**src/rtl/m_axil_master_if.sv**
```systemverilog
// m_axil_master_if: AXI4-Lite bus between one initiator (master) and one register slave (slave).
interface m_axil_master_if #(
  parameter int DATA_WIDTH = 32,
  parameter int ADDR_WIDTH = 10
) ();
  logic [ADDR_WIDTH+1:0]   awaddr;
  logic [2:0]              awprot;
  logic                    awvalid;
  logic                    awready;
  logic [DATA_WIDTH-1:0]   wdata;
  logic [DATA_WIDTH/8-1:0] wstrb;
  logic                    wvalid;
  logic                    wready;
  logic [1:0]              bresp;
  logic                    bvalid;
  logic                    bready;
  logic [ADDR_WIDTH+1:0]   araddr;
  logic [2:0]              arprot;
  logic                    arvalid;
  logic                    arready;
  logic [DATA_WIDTH-1:0]   rdata;
  logic [1:0]              rresp;
  logic                    rvalid;
  logic                    rready;
  modport master (
    output awaddr, awprot, awvalid, wdata, wstrb, wvalid, bready, araddr, arprot, arvalid, rready,
    input  awready, wready, bresp, bvalid, arready, rdata, rresp, rvalid
  );
  modport slave (
    input  awaddr, awprot, awvalid, wdata, wstrb, wvalid, bready, araddr, arprot, arvalid, rready,
    output awready, wready, bresp, bvalid, arready, rdata, rresp, rvalid
  );
endinterface

```
**src/rtl/m_axil_master.sv**
```systemverilog
// m_axil_master: AXI4-Lite initiator, one command in flight, results returned on a valid/ready response port.
// Defining AXIL_TIMEOUT_EN bounds the B/R wait to TIMEOUT_CYCLES and then reports rsp_resp=2'b11.
module m_axil_master #(
  parameter int DATA_WIDTH     = 32,
  parameter int ADDR_WIDTH     = 10,
  parameter int TIMEOUT_CYCLES = 1024
) (
  input  logic                    axi_clock,
  input  logic                    rst,
  input  logic                    cmd_valid,
  output logic                    cmd_ready,
  input  logic                    cmd_write,
  input  logic [ADDR_WIDTH+1:0]   cmd_addr,
  input  logic [DATA_WIDTH-1:0]   cmd_wdata,
  input  logic [DATA_WIDTH/8-1:0] cmd_wstrb,
  output logic                    rsp_valid,
  input  logic                    rsp_ready,
  output logic                    rsp_write,
  output logic [DATA_WIDTH-1:0]   rsp_rdata,
  output logic [1:0]              rsp_resp,
  m_axil_master_if.master         m_axil
);
  typedef enum logic [2:0] {IDLE, WR, WRESP, RD, RRESP, RSP} state_t;
  state_t state_q, state_d;
  logic cmd_ready_q, cmd_ready_d, awvalid_q, awvalid_d, wvalid_q, wvalid_d, bready_q, bready_d;
  logic arvalid_q, arvalid_d, rready_q, rready_d, rsp_valid_q, rsp_valid_d, rsp_write_q, rsp_write_d;
  logic [ADDR_WIDTH+1:0]   addr_q, addr_d;
  logic [DATA_WIDTH-1:0]   wdata_q, wdata_d, rdata_q, rdata_d;
  logic [DATA_WIDTH/8-1:0] wstrb_q, wstrb_d;
  logic [1:0]              resp_q, resp_d;
`ifdef AXIL_TIMEOUT_EN
  logic [15:0] cnt_q, cnt_d;
`endif
  if (DATA_WIDTH != 32 || TIMEOUT_CYCLES < 1 || TIMEOUT_CYCLES > 65536) begin : g_bad_param
    $error("m_axil_master: unsupported parameter values");
  end
  always_comb begin
    state_d     = state_q;
    cmd_ready_d = cmd_ready_q;
    awvalid_d   = awvalid_q;
    wvalid_d    = wvalid_q;
    bready_d    = bready_q;
    arvalid_d   = arvalid_q;
    rready_d    = rready_q;
    rsp_valid_d = rsp_valid_q;
    rsp_write_d = rsp_write_q;
    addr_d      = addr_q;
    wdata_d     = wdata_q;
    wstrb_d     = wstrb_q;
    rdata_d     = rdata_q;
    resp_d      = resp_q;
    case (state_q)
      IDLE: if (cmd_valid) begin
        cmd_ready_d = 1'b0;
        addr_d      = cmd_addr;
        wdata_d     = cmd_wdata;
        wstrb_d     = cmd_wstrb;
        awvalid_d   = cmd_write;
        wvalid_d    = cmd_write;
        arvalid_d   = !cmd_write;
        state_d     = cmd_write ? WR : RD;
      end
      WR: begin
        // AW and W complete independently; B is only awaited once both are gone.
        awvalid_d = awvalid_q && !m_axil.awready;
        wvalid_d  = wvalid_q && !m_axil.wready;
        if (!awvalid_d && !wvalid_d) begin
          bready_d = 1'b1;
          state_d  = WRESP;
        end
      end
      WRESP: if (m_axil.bvalid) begin
        bready_d    = 1'b0;
        resp_d      = m_axil.bresp;
        rdata_d     = '0;
        rsp_write_d = 1'b1;
        rsp_valid_d = 1'b1;
        state_d     = RSP;
      end
      RD: if (m_axil.arready) begin
        arvalid_d = 1'b0;
        rready_d  = 1'b1;
        state_d   = RRESP;
      end
      RRESP: if (m_axil.rvalid) begin
        rready_d    = 1'b0;
        resp_d      = m_axil.rresp;
        rdata_d     = m_axil.rdata;
        rsp_write_d = 1'b0;
        rsp_valid_d = 1'b1;
        state_d     = RSP;
      end
      RSP: if (rsp_ready) begin
        rsp_valid_d = 1'b0;
        cmd_ready_d = 1'b1;
        state_d     = IDLE;
      end
      default: state_d = IDLE;
    endcase
`ifdef AXIL_TIMEOUT_EN
    if ((state_q == WRESP || state_q == RRESP) && state_d == state_q && cnt_q == 16'(TIMEOUT_CYCLES - 1)) begin
      bready_d    = 1'b0;
      rready_d    = 1'b0;
      resp_d      = 2'b11;
      rdata_d     = '0;
      rsp_write_d = state_q == WRESP;
      rsp_valid_d = 1'b1;
      state_d     = RSP;
    end
    cnt_d = (state_d == state_q && (state_q == WRESP || state_q == RRESP)) ? cnt_q + 16'd1 : '0;
`endif
  end
  always_ff @(posedge axi_clock or posedge rst) begin
    if (rst) begin
      state_q     <= IDLE;
      cmd_ready_q <= 1'b1;
      awvalid_q   <= 1'b0;
      wvalid_q    <= 1'b0;
      bready_q    <= 1'b0;
      arvalid_q   <= 1'b0;
      rready_q    <= 1'b0;
      rsp_valid_q <= 1'b0;
      rsp_write_q <= 1'b0;
      addr_q      <= '0;
      wdata_q     <= '0;
      wstrb_q     <= '0;
      rdata_q     <= '0;
      resp_q      <= '0;
`ifdef AXIL_TIMEOUT_EN
      cnt_q       <= '0;
`endif
    end else begin
      state_q     <= state_d;
      cmd_ready_q <= cmd_ready_d;
      awvalid_q   <= awvalid_d;
      wvalid_q    <= wvalid_d;
      bready_q    <= bready_d;
      arvalid_q   <= arvalid_d;
      rready_q    <= rready_d;
      rsp_valid_q <= rsp_valid_d;
      rsp_write_q <= rsp_write_d;
      addr_q      <= addr_d;
      wdata_q     <= wdata_d;
      wstrb_q     <= wstrb_d;
      rdata_q     <= rdata_d;
      resp_q      <= resp_d;
`ifdef AXIL_TIMEOUT_EN
      cnt_q       <= cnt_d;
`endif
    end
  end
  assign cmd_ready      = cmd_ready_q;
  assign rsp_valid      = rsp_valid_q;
  assign rsp_write      = rsp_write_q;
  assign rsp_rdata      = rdata_q;
  assign rsp_resp       = resp_q;
  assign m_axil.awaddr  = addr_q;
  assign m_axil.awprot  = 3'b000;
  assign m_axil.awvalid = awvalid_q;
  assign m_axil.wdata   = wdata_q;
  assign m_axil.wstrb   = wstrb_q;
  assign m_axil.wvalid  = wvalid_q;
  assign m_axil.bready  = bready_q;
  assign m_axil.araddr  = addr_q;
  assign m_axil.arprot  = 3'b000;
  assign m_axil.arvalid = arvalid_q;
  assign m_axil.rready  = rready_q;
endmodule
```
**src/flat_wrapper.sv**
```systemverilog
// flat-port wrapper written by rule: the top's interface ports become plain ports
module m_axil_master_flat 
#(
  parameter int DATA_WIDTH     = 32,
  parameter int ADDR_WIDTH     = 10,
  parameter int TIMEOUT_CYCLES = 1024
)
  (axi_clock, rst, cmd_valid, cmd_ready, cmd_write, cmd_addr, cmd_wdata, cmd_wstrb, rsp_valid, rsp_ready, rsp_write, rsp_rdata, rsp_resp, m_axil_awaddr, m_axil_awprot, m_axil_awvalid, m_axil_wdata, m_axil_wstrb, m_axil_wvalid, m_axil_bready, m_axil_araddr, m_axil_arprot, m_axil_arvalid, m_axil_rready, m_axil_awready, m_axil_wready, m_axil_bresp, m_axil_bvalid, m_axil_arready, m_axil_rdata, m_axil_rresp, m_axil_rvalid);
  m_axil_master_if #(.DATA_WIDTH(DATA_WIDTH), .ADDR_WIDTH(ADDR_WIDTH)) m_axil_i ();
  input  logic axi_clock;
  input  logic rst;
  input  logic cmd_valid;
  output logic cmd_ready;
  input  logic cmd_write;
  input  logic [ADDR_WIDTH+1:0] cmd_addr;
  input  logic [DATA_WIDTH-1:0] cmd_wdata;
  input  logic [DATA_WIDTH/8-1:0] cmd_wstrb;
  output logic rsp_valid;
  input  logic rsp_ready;
  output logic rsp_write;
  output logic [DATA_WIDTH-1:0] rsp_rdata;
  output logic [1:0] rsp_resp;
  output wire logic [$bits(m_axil_i.awaddr)-1:0] m_axil_awaddr;
  output wire logic [$bits(m_axil_i.awprot)-1:0] m_axil_awprot;
  output wire logic [$bits(m_axil_i.awvalid)-1:0] m_axil_awvalid;
  output wire logic [$bits(m_axil_i.wdata)-1:0] m_axil_wdata;
  output wire logic [$bits(m_axil_i.wstrb)-1:0] m_axil_wstrb;
  output wire logic [$bits(m_axil_i.wvalid)-1:0] m_axil_wvalid;
  output wire logic [$bits(m_axil_i.bready)-1:0] m_axil_bready;
  output wire logic [$bits(m_axil_i.araddr)-1:0] m_axil_araddr;
  output wire logic [$bits(m_axil_i.arprot)-1:0] m_axil_arprot;
  output wire logic [$bits(m_axil_i.arvalid)-1:0] m_axil_arvalid;
  output wire logic [$bits(m_axil_i.rready)-1:0] m_axil_rready;
  input wire logic [$bits(m_axil_i.awready)-1:0] m_axil_awready;
  input wire logic [$bits(m_axil_i.wready)-1:0] m_axil_wready;
  input wire logic [$bits(m_axil_i.bresp)-1:0] m_axil_bresp;
  input wire logic [$bits(m_axil_i.bvalid)-1:0] m_axil_bvalid;
  input wire logic [$bits(m_axil_i.arready)-1:0] m_axil_arready;
  input wire logic [$bits(m_axil_i.rdata)-1:0] m_axil_rdata;
  input wire logic [$bits(m_axil_i.rresp)-1:0] m_axil_rresp;
  input wire logic [$bits(m_axil_i.rvalid)-1:0] m_axil_rvalid;
  assign m_axil_awaddr = m_axil_i.awaddr;
  assign m_axil_awprot = m_axil_i.awprot;
  assign m_axil_awvalid = m_axil_i.awvalid;
  assign m_axil_wdata = m_axil_i.wdata;
  assign m_axil_wstrb = m_axil_i.wstrb;
  assign m_axil_wvalid = m_axil_i.wvalid;
  assign m_axil_bready = m_axil_i.bready;
  assign m_axil_araddr = m_axil_i.araddr;
  assign m_axil_arprot = m_axil_i.arprot;
  assign m_axil_arvalid = m_axil_i.arvalid;
  assign m_axil_rready = m_axil_i.rready;
  assign m_axil_i.awready = m_axil_awready;
  assign m_axil_i.wready = m_axil_wready;
  assign m_axil_i.bresp = m_axil_bresp;
  assign m_axil_i.bvalid = m_axil_bvalid;
  assign m_axil_i.arready = m_axil_arready;
  assign m_axil_i.rdata = m_axil_rdata;
  assign m_axil_i.rresp = m_axil_rresp;
  assign m_axil_i.rvalid = m_axil_rvalid;
  m_axil_master #(.DATA_WIDTH(DATA_WIDTH), .ADDR_WIDTH(ADDR_WIDTH), .TIMEOUT_CYCLES(TIMEOUT_CYCLES)) u_core (.axi_clock(axi_clock), .rst(rst), .cmd_valid(cmd_valid), .cmd_ready(cmd_ready), .cmd_write(cmd_write), .cmd_addr(cmd_addr), .cmd_wdata(cmd_wdata), .cmd_wstrb(cmd_wstrb), .rsp_valid(rsp_valid), .rsp_ready(rsp_ready), .rsp_write(rsp_write), .rsp_rdata(rsp_rdata), .rsp_resp(rsp_resp), .m_axil(m_axil_i));
endmodule
```
**config.mk**
```make
export PLATFORM = sky130hd
export DESIGN_NAME = m_axil_master_flat
export DESIGN_NICKNAME = d
export VERILOG_FILES = /design/src/rtl/m_axil_master_if.sv /design/src/rtl/m_axil_master.sv /design/src/flat_wrapper.sv
export SDC_FILE = /design/constraint.sdc
export NUM_CORES = 1
export LEC_CHECK = 0
export ABC_AREA = 1
export CAP_MARGIN = 20
export CORE_ASPECT_RATIO = 0.6
export CORE_MARGIN = 4
export CORE_UTILIZATION = 36
export CTS_CLUSTER_SIZE = 25
export DETAILED_ROUTE_END_ITERATION = 10
export GPL_TIMING_DRIVEN = 0
export PLACE_DENSITY = 0.81
export SYNTH_ARGS = -nofsm -noshare
export SYNTH_HDL_FRONTEND = slang
export SYNTH_SLANG_ARGS = --single-unit
```
**constraint.sdc**
```tcl
create_clock -name axi_clock -period 2.9 [get_ports axi_clock]
set_clock_uncertainty 0.1 [all_clocks]
set_input_delay 0.29 -clock axi_clock [delete_from_list [all_inputs] [get_ports axi_clock]]
set_output_delay 0.29 -clock axi_clock [all_outputs]
set_load 0.01 [all_outputs]
```
==> results.md <==
- RR Startpoint: u_core.state_q[0]
- Ratio of cells with drive above 1 in the final layout: 8.25%
- Maximum root-to-sink buffer count: 2
- DR iter-0 viols: 145
- Die Width: 142 µm
- CP Class: reg2out
- Peak VDD IR: 0.616 mV
- Cell with the most instances after synthesis: nand2_1
- Sequential-to-total area share from yosys stat: 60.0%
- Top cells by area, synth: dfrtp_1, nand2_1, buf_4
- Drt total wl: 11400 µm
- CP Cell Sequence: clkdlybuf4s50_1
- First-pass GRT wire length: 18200 µm
- Worst hold path type: in2async
- Critical Path End Type: primary output
- Hpwl dp: 8790 µm
- Number of synthesis warnings: 0
- WL/cell: 14.0 µm
- Final ANT Viol Nets: 0
- Outcome: finished, final reports clean
- Delay-heaviest family, CP: buffers and inverters
- Fin. Hold Viols: 0
- DRC Markers: 0
- Post-CTS sizing: 0
- Height of the die: 88.5 µm
- Router iterations before antenna repair: 4
- Post-placement cell count: 802
- Max cap viols: 0
- Die ar.: 0.0126 mm²
- Total Neg Setup Slack: 0 ns
- EDFF count, synth: 0
- FF+latch count, synth: 93
- # Post-CTS Setup Buffers: 0
- Grt peak-use layer: met2
- Row cnt: 29
- Hold WS: 0.198 ns
- Top_reg_cell synth: dfrtp_1
- Vias in the first global route: 3743
- Worst setup path start: u_core.cmd_ready
- Synth area leader: dfrtp_1
- Root buf cell: clkbuf_16
- GRT met3 Usage: 7.56%
- # diodes: 0
- Largest net degree at the start of global routing: 68
- Cell Area, Synth: 0.00388 mm²
- Fmax: 553 MHz
- Total global routing overflow: 0
- Top-area cell type share of the netlist area: 59.3%
- Arr. time, crit path: 1.42 ns
- Worst setup SP type: register
- Slowest stage delay, CP: 0.56 ns
- Fin nets: 768
- Global-route met2 utilization: 30.0%
- Finished Layout Cells: 818
- Sink Count: 93
- Crit Path Max Fanout: 2
- Unrepaired setup endpoints after global routing: no
- Met1 usage: 22.0%
- Synth unique cells: 20
- CP max-delay cell: clkdlybuf4s50_1
- Clock latency at the later pin of the worst-skew pair: 0.33 ns
- H-tree levels: 3
- Commonest cells post-synth: nand2_1, dfrtp_1, buf_4, inv_1, nand3_1
- Vias: 3685
- Inserted Clock Buffers: 9
- Avg Synthesized Cell Area: 8.41 µm²
- Initial antenna violation count: 0
- Area Overhead vs Synth: 62.9%
- Worst path bufs/invs: 1
- Routability congestion estimate: 0.918
- P_leak: 3.20 nW
- I/O Pins: 202
- CTS Hold Bufs: 0
- Port-buffer cells: 195
- WP data required: 2.51 ns
- Core Footprint: 0.0106 mm²
- Drt via density: 4.50
- Final clock period utilization by the worst path: 62.3%
- Tot GR Track Use: 18.2%
- Post-Synthesis Cells: 462
- Starting Density: 36.8%
- Final setup violation count: 0
- CTS tree: built
- Ys async rst share: 100%
- Util after Layout: 59.9%
- Clk pin slew, worst setup/hold paths: 0.06 ns
- Min Clock Period, post-route: 1.81 ns
- Slew Limit Fails: 0
- PwrDens: 1050 mW/mm²
==> cell families after synthesis <==
group           after synthesis  share of synthesized area [%]
buf+inv                      53                           7.80
other cells                   1                         0.0966
compound gates               12                           1.84
flops                        93                           60.0
simple gates                303                           30.3
==> layer usage <==
metal / vias to the layer above / routed length, µm
met1: 1682 / 4760
met2: 184 / 5220
li1: 1802 / -
met4: 0 / 195
met5: - / 0
met3: 17 / 1240
==> power breakdown <==
group	switching, mW	leakage [nW]	total, mW	internal [mW]
Combinational	1.52	1.89	3.28	1.76
Clock	0.493	0.132	1.07	0.580
Sequential	0.375	1.18	2.30	1.93
Total	2.39	3.20	6.66	4.27
==> placed cells by master (no fill, tap or decap) <==
master / count
clkinv_4: 2
conb_1: 6
buf_16: 1
o21ai_0: 6
buf_6: 1
nand3_1: 12
a21oi_1: 2
clkbuf_16: 9
nand3_2: 2
inv_1: 13
nand4_1: 2
buf_2: 8
dfrtp_1: 92
clkdlybuf4s50_1: 195
clkbuf_1: 5
buf_4: 23
o31ai_1: 1
nor2_4: 1
inv_4: 1
inv_2: 3
a22o_1: 1
dfstp_2: 1
nor2_1: 5
nand2_1: 281
clkinvlp_4: 1
o21a_1: 2
clkinv_2: 3
==> cell type report <==
type	instances	area [µm²]
Multi-Input combinational cell	321	1270
Buffer	36	239
Inverter	17	66.3
Fill cell	909	4230
Timing Repair Buffer	196	1980
Clock inverter	6	40.0
Tap cell	139	174
Clock buffer	10	229
Sequential cell	93	2330
==> sequential cells by signal, summed over array words and instances (netlist names) <==
name and cells:
u_core.m_axil.arvalid 1, u_core.cmd_ready 1, u_core.state_q 3, u_core.m_axil.wdata 32, u_core.rsp_resp 2, u_core.m_axil.bready 1
u_core.m_axil.rready 1, u_core.m_axil.wstrb 4, u_core.m_axil.awvalid 1, u_core.m_axil.wvalid 1, u_core.rsp_valid 1, u_core.rsp_write 1
u_core.m_axil.araddr 12, u_core.rsp_rdata 32
==> worst paths after layout <==
| check | endpoint | slack (ns) | cells after the start |
|---|---|---|---|
| max | cmd_ready | 1.09 | 1 |
| min | u_core.m_axil.wdata[4] | 0.20 | 2 |
| max reg2reg | u_core.m_axil.wstrb[1] | 1.14 | 7 |
| min reg2reg | u_core.rsp_rdata[1] | 0.37 | 2 |
| max in group asynchronous | u_core.cmd_ready | 1.82 | 3 |
| min in group axi_clock | u_core.rsp_rdata[1] | 0.37 | 2 |
==> metrics by stage <==
step | setup WS, ns | total power [mW] | area, µm²
3_5_place_dp | 1.03 | 5.63 | 6060
2_1_floorplan | 0.0913 | 3.76 | 3900
3_3_place_gp | -1.35 | 5.51 | 6030
4_1_cts | 1.06 | 6.74 | 6330
5_1_grt | 0.988 | 7.15 | 6330
6_report | 1.09 | 6.66 | 6330
Power figures use the tool's default switching activity.
